## src/rtl/vector_lane_unpack_pkg.sv

```systemverilog
// Shared types, sizes and index helpers for vector_lane_unpack.
package vector_lane_unpack_pkg;

  localparam int unsigned LANES      = 8;
  localparam int unsigned VEC_ELEMS  = 16;
  localparam int unsigned ELEM_W     = 64;
  localparam int unsigned FIELD_W    = 8;
  localparam int unsigned FIELD_LSB  = 32;
  localparam int unsigned SCALAR_W   = 32;
  localparam int unsigned IN_W       = LANES * FIELD_W;
  localparam int unsigned VEC_W      = VEC_ELEMS * ELEM_W;
  localparam int unsigned LANE_IDX_W = $clog2(LANES);

  typedef logic [FIELD_W-1:0] lane_t;
  typedef logic [ELEM_W-1:0]  elem_t;
  typedef logic [VEC_W-1:0]   vec_t;
  typedef logic [IN_W-1:0]    word_t;

  typedef enum logic [1:0] {IDLE, UNPACK, HOLD} state_t;

  // Lane 0 and element 0 sit at the MSB end of their buses.
  function automatic int unsigned lane_lsb(input int unsigned idx);
    return IN_W - FIELD_W * (idx + 1);
  endfunction

  function automatic int unsigned field_lsb(input int unsigned idx);
    return VEC_W - ELEM_W * (idx + 1) + FIELD_LSB;
  endfunction

endpackage

```

## src/rtl/vector_lane_unpack_if.sv

```systemverilog
// Input word / output vector handshake bundle for vector_lane_unpack.
// VLU_BASE_MERGE_EN adds the base_vec input.
interface vector_lane_unpack_if;
  import vector_lane_unpack_pkg::*;

  logic                in_valid;
  logic                in_ready;
  word_t               in_data;
  logic [SCALAR_W-1:0] in_scalar;
  logic                out_valid;
  logic                out_ready;
  vec_t                out_vec;
  logic                busy;
`ifdef VLU_BASE_MERGE_EN
  vec_t                base_vec;

  modport master (output in_valid, in_data, in_scalar, out_ready, base_vec,
                  input  in_ready, out_valid, out_vec, busy);
  modport slave  (input  in_valid, in_data, in_scalar, out_ready, base_vec,
                  output in_ready, out_valid, out_vec, busy);
`else
  modport master (output in_valid, in_data, in_scalar, out_ready,
                  input  in_ready, out_valid, out_vec, busy);
  modport slave  (input  in_valid, in_data, in_scalar, out_ready,
                  output in_ready, out_valid, out_vec, busy);
`endif
endinterface

```

## src/rtl/vector_lane_unpack_lane_sub.sv

```systemverilog
// Per-lane field recovery: lane minus scalar byte, modulo 2^FIELD_W.
module vlu_lane_sub
  import vector_lane_unpack_pkg::*;
(
  input  lane_t lane_i,
  input  lane_t scalar_i,
  output lane_t field_o
);

  assign field_o = lane_i - scalar_i;

endmodule

```

## src/rtl/vector_lane_unpack.sv

```systemverilog
// Unpacks 8 byte lanes into the field bits of a 16x64-bit vector, one lane per cycle.
// Define VLU_BASE_MERGE_EN to seed the vector from base_vec instead of zero.
module vector_lane_unpack
  import vector_lane_unpack_pkg::*;
(
  input logic                  clk,
  input logic                  rst,
  vector_lane_unpack_if.slave  bus
);

  state_t                  state_q, state_d;
  logic [LANE_IDX_W-1:0]   lane_idx_q, lane_idx_d;
  word_t                   data_q, data_d;
  lane_t                   scalar_q, scalar_d;
  vec_t                    vec_q, vec_d;
  logic                    out_valid_q, out_valid_d;
  logic                    in_ready_q, in_ready_d;
  logic                    busy_q, busy_d;

  lane_t                   cur_lane;
  lane_t                   field;
  vec_t                    seed_vec;
  logic                    unused_scalar_hi;

`ifdef VLU_BASE_MERGE_EN
  assign seed_vec = bus.base_vec;
`else
  assign seed_vec = '0;
`endif

  assign unused_scalar_hi = ^bus.in_scalar[SCALAR_W-1:FIELD_W];

  assign cur_lane = data_q[lane_lsb(32'(lane_idx_q)) +: FIELD_W];

  vlu_lane_sub u_lane_sub (
    .lane_i   (cur_lane),
    .scalar_i (scalar_q),
    .field_o  (field)
  );

  always_comb begin
    state_d     = state_q;
    lane_idx_d  = lane_idx_q;
    data_d      = data_q;
    scalar_d    = scalar_q;
    vec_d       = vec_q;
    out_valid_d = out_valid_q;
    in_ready_d  = in_ready_q;
    busy_d      = busy_q;
    unique case (state_q)
      IDLE: begin
        if (bus.in_valid && in_ready_q) begin
          data_d     = bus.in_data;
          scalar_d   = bus.in_scalar[FIELD_W-1:0];
          vec_d      = seed_vec;
          lane_idx_d = '0;
          state_d    = UNPACK;
          in_ready_d = 1'b0;
          busy_d     = 1'b1;
        end
      end
      UNPACK: begin
        vec_d[field_lsb(32'(lane_idx_q)) +: FIELD_W] = field;
        lane_idx_d = lane_idx_q + 1'b1;
        if (lane_idx_q == LANE_IDX_W'(LANES - 1)) begin
          state_d     = HOLD;
          out_valid_d = 1'b1;
        end
      end
      HOLD: begin
        if (out_valid_q && bus.out_ready) begin
          out_valid_d = 1'b0;
          state_d     = IDLE;
          in_ready_d  = 1'b1;
          busy_d      = 1'b0;
        end
      end
      default: begin
        state_d    = IDLE;
        in_ready_d = 1'b1;
        busy_d     = 1'b0;
      end
    endcase
  end

  always_ff @(posedge clk or posedge rst) begin
    if (rst) begin
      state_q     <= IDLE;
      lane_idx_q  <= '0;
      data_q      <= '0;
      scalar_q    <= '0;
      vec_q       <= '0;
      out_valid_q <= 1'b0;
      in_ready_q  <= 1'b1;
      busy_q      <= 1'b0;
    end else begin
      state_q     <= state_d;
      lane_idx_q  <= lane_idx_d;
      data_q      <= data_d;
      scalar_q    <= scalar_d;
      vec_q       <= vec_d;
      out_valid_q <= out_valid_d;
      in_ready_q  <= in_ready_d;
      busy_q      <= busy_d;
    end
  end

  assign bus.in_ready  = in_ready_q;
  assign bus.out_valid = out_valid_q;
  assign bus.out_vec   = vec_q;
  assign bus.busy      = busy_q;

endmodule
```

## src/flat_wrapper.sv

```systemverilog
// flat-port wrapper written by rule: the top's interface ports become plain ports
module vector_lane_unpack_flat import vector_lane_unpack_pkg::*;
  (clk, rst, bus_in_valid, bus_in_data, bus_in_scalar, bus_out_ready, bus_in_ready, bus_out_valid, bus_out_vec, bus_busy);
  vector_lane_unpack_if bus_i ();
  input logic clk;
  input logic rst;
  input wire logic [$bits(bus_i.in_valid)-1:0] bus_in_valid;
  input wire logic [$bits(bus_i.in_data)-1:0] bus_in_data;
  input wire logic [$bits(bus_i.in_scalar)-1:0] bus_in_scalar;
  input wire logic [$bits(bus_i.out_ready)-1:0] bus_out_ready;
  output wire logic [$bits(bus_i.in_ready)-1:0] bus_in_ready;
  output wire logic [$bits(bus_i.out_valid)-1:0] bus_out_valid;
  output wire logic [$bits(bus_i.out_vec)-1:0] bus_out_vec;
  output wire logic [$bits(bus_i.busy)-1:0] bus_busy;
  assign bus_i.in_valid = bus_in_valid;
  assign bus_i.in_data = bus_in_data;
  assign bus_i.in_scalar = bus_in_scalar;
  assign bus_i.out_ready = bus_out_ready;
  assign bus_in_ready = bus_i.in_ready;
  assign bus_out_valid = bus_i.out_valid;
  assign bus_out_vec = bus_i.out_vec;
  assign bus_busy = bus_i.busy;
  vector_lane_unpack u_core (.clk(clk), .rst(rst), .bus(bus_i));
endmodule
```

## config.mk

```make
export PLATFORM = sky130hd
export DESIGN_NAME = vector_lane_unpack_flat
export DESIGN_NICKNAME = d
export VERILOG_FILES = /design/src/rtl/vector_lane_unpack_pkg.sv /design/src/rtl/vector_lane_unpack_if.sv /design/src/rtl/vector_lane_unpack_lane_sub.sv /design/src/rtl/vector_lane_unpack.sv /design/src/flat_wrapper.sv
export SDC_FILE = /design/constraint.sdc
export NUM_CORES = 1
export LEC_CHECK = 0
export ABC_AREA = 1
export BUFFER_PORTS_ARGS = -buffer_cell sky130_fd_sc_hd__buf_2
export CAP_MARGIN = 20
export CORE_AREA = 8 8 429 431
export CTS_BUF_LIST = sky130_fd_sc_hd__clkbuf_4 sky130_fd_sc_hd__clkbuf_8 sky130_fd_sc_hd__clkbuf_16
export CTS_CLUSTER_SIZE = 16
export DETAILED_ROUTE_END_ITERATION = 6
export DIE_AREA = 0 0 437 439
export SYNTH_ARGS = -nofsm -noshare
export SYNTH_HDL_FRONTEND = slang
export SYNTH_HIERARCHICAL = 1
export SYNTH_SLANG_ARGS = --single-unit
```

## constraint.sdc

```tcl
create_clock -name clk -period 15.3 [get_ports clk]
set_clock_uncertainty 0.15 [all_clocks]
set_input_delay 3.825 -clock clk [delete_from_list [all_inputs] [get_ports clk]]
set_output_delay 3.825 -clock clk [all_outputs]
set_load 0.1 [all_outputs]
```

==> results_dict.tcl <==
set metrics [dict create \
    slowest_delay_ps 790 \
    die_w_um 437 \
    place_hpwl_um 53790 \
    worstPathRequired_ps 15680 \
    cts.clk_slew.worst_paths_ps 60 \
    ys_seq_area_share_pct 32.49 \
    io_pins 1127 \
    post_cts_resized 0 \
    synth_area_leaders "buf_4 (42%), dfrtp_1 (32%), nand2_1 (6.4%)" \
    cts_buffers 28 \
    viasPerCell 2.220 \
    postCtsHoldBufs 0 \
    tns_ps 0 \
    crit_type "in -> reg" \
    setup_viol 0 \
    synth-edff-count 0 \
    grt_usage_pct 5.759 \
    cp.arrival_ps 6480 \
    cap_violations 0 \
    critPathCaptureType "register" \
    worst_slew_pin_slew_ps 897.6 \
    coreArea_um2 177300 \
    cts_root_buf "clkbuf_16" \
    async_reset_ff_share_pct 100.0 \
    final_layout_size_suffix_gt1_share_pct 16.27 \
    fill_cells 20745 \
    start_util_pct 9.041 \
    antenna_found_initial 6 \
    cts_tree "done" \
    overflow 0 \
    first_iter_violations 441 \
    syn_inst 1928 \
    area_growth_pct 9.908 \
    reg2reg_depth 16 \
    regArea_um2 5206 \
    route.detailed.drc 0 \
    timing.final.crit_share_pct 39.90 \
    first_global_vias 9946 \
    synthFlopType "dfrtp_1" \
    synth_top_cell_by_area "buf_4" \
    multiInputGateArea_um2 6900 \
    reg2reg_from "u_core/lane_idx_q[0]" \
    cp_slowest_cell "buf_4" \
    reg2reg_to "u_core/bus.out_vec[546]" \
    finalInstanceArea_um2 17610 \
    placed_cell_area_um2 16610 \
    place.gp.congestion 0.7142 \
    vias 10036 \
    wl_per_cell_um 13.76 \
    worstHoldPathType "reg -> reg" \
    wl_um 62210 \
    detail-route-antenna-nets 0 \
    relSlewSlack_pct 40.02 \
    synth_cell_types 37 \
    slew_violations 0 \
    status "completed" \
    dieHeight_um 439 \
    fin_nets 2256 \
    grt_pass1_wl_um 78900 \
    clock_latency_ps 620 \
    worstSetupStartpointType "primary input" \
    r2r_slack_ps 9610 \
    holdPathEnd "u_core/bus.out_vec[674]" \
    hold_viol 0 \
    rows 155 \
    cts.sinks 208 \
    synth-seq-cells 208 \
    ys.warnings.count 6 \
    grt_max_degree 124 \
    hold_path_startpoint "u_core/bus.out_vec[674]" \
    rsz0062_at_grt "false" \
    post-cts-setup-buffers 0 \
    synth_top_area_share_pct 42.02 \
    clk_path_buf_depth 3 \
    min_path_cells 2 \
    layout_min_cycle_time_ps 6104 \
    max_freq_mhz 163.8 \
    htreeDepth 1 \
    cp_max_fo 71 \
    drt_pre_antenna_iters 4 \
    critical_path.most_common_cell "nand2_1" \
    die-area_um2 191800 \
    numPortBuffers 206 \
    avgSynthCellArea_um2 8.312 \
    path_cells "buf_2, nand2_1, inv_1, nand2_4, buf_4, buf_4, nand2_1, nand2_1, nand2_1, nand2_1" \
    synthesis.area_um2 16030 \
]
sequential cells by signal, indices dropped and copies added (netlist names):
| signal | cells |
|---|---|
| u_core/bus.in_ready | 1 |
| u_core/lane_idx_q | 3 |
| u_core/bus.out_valid | 1 |
| u_core/state_q | 2 |
| u_core/scalar_q | 8 |
| u_core/bus.out_vec | 128 |
| u_core/data_q | 64 |
| u_core/bus.busy | 1 |
Yosys cell counts (2+ instances only):
master    number
nand3b_1       2
ha_1          13
clkbuf_1       5
buf_2         20
inv_1        102
o22ai_1       11
o21ai_0       42
mux2_2        49
nand4_1        2
dfrtp_1      207
o21ai_1        9
nand2_2        9
nand2_1      273
buf_1          5
nor2_4         5
nand3_1       95
nor2_2         4
nand3_2        5
xor2_1         3
inv_2          3
a211oi_1       4
nor2_1       108
nor3_1        10
clkinv_1       2
o211ai_1       4
buf_6          2
a21oi_1       28
buf_4        897
area by class of cell:
| class | instances | area share (%) |
|---|---|---|
| multi-input cells | 1579 | 39.18 |
| flip-flops and latches | 208 | 29.56 |
| well taps | 2355 | 16.73 |
| repair buffers | 218 | 6.507 |
| clock buffers | 37 | 4.575 |
| inverters | 107 | 2.323 |
| clock inverters | 15 | 1.101 |
| diodes | 2 | 0.02842 |
worst max path at each step:
stage / startpoint / endpoint / cells past startpoint
5_1_grt: bus_in_valid / u_core/bus.out_vec[679] / 10
6_report: bus_in_valid / u_core/bus.out_vec[675] / 10
2_1_floorplan: rst / u_core/bus.busy / 1
3_3_place_gp: bus_in_valid / u_core/bus.out_vec[679] / 10
3_5_place_dp: bus_in_valid / u_core/bus.out_vec[675] / 10
4_1_cts: u_core/lane_idx_q[0] / u_core/bus.out_vec[994] / 14
critical path: cells and delay by family:
kind | cells | cell delay, ps
simple gates | 6 | 860
buf+inv | 4 | 1650
placed cells by master (no fill, tap or decap), drive strengths merged, types with 10 or more instances in the layout:
cell type    n
a21oi       30
buf        218
clkbuf      37
conb       896
dfrtp      207
ha          13
inv        110
mux2        49
nand2      282
nand3      100
nor2       117
nor3        10
o21ai       52
o22ai       11
cells by family (layout without fill, tap and decap cells):
family          count (synthesis)  after routing  share of synthesized area [%]
compound gates                102            102                          3.576
flops                         208            208                          32.49
buf+inv                      1036            377                          45.53
other cells                     1            898                        0.02340
fa+ha+maj                      14             14                          1.140
mux                            49             49                          3.443
simple gates                  514            514                          13.59
xor+xnor                        4              4                         0.2187
routing by layer:
| metal | part of all wire, % | global-route usage (%) | vias up |
|---|---|---|---|
| met4 | 3.7 | 2.155 | 0 |
| met2 | 53 | 10.54 | 510 |
| met1 | 31 | 5.495 | 4809 |
| met5 | 0 | 0 | - |
| li1 | - | - | 4649 |
| met3 | 12 | 2.933 | 68 |
per-stage QoR:
| stage | instances | utilization (%) | setup WS (ps) | hold WS (ps) |
|---|---|---|---|---|
| 6_report | 4521 | 9.936 | 9196 | 315.0 |
| 5_1_grt | 4520 | 9.935 | 8982 | 341.0 |
| 4_1_cts | 4519 | 9.934 | 9173 | 322.3 |
| 3_5_place_dp | 4467 | 9.370 | 8595 | 306.2 |
| 3_3_place_gp | 4466 | 9.358 | 8630 | 307.9 |
| 2_1_floorplan | 2823 | - | 5646 | 328.1 |
Power is left out: the tool's default activity adds up to more than one toggle a clock period on the data nets, which glitch-free logic cannot reach.
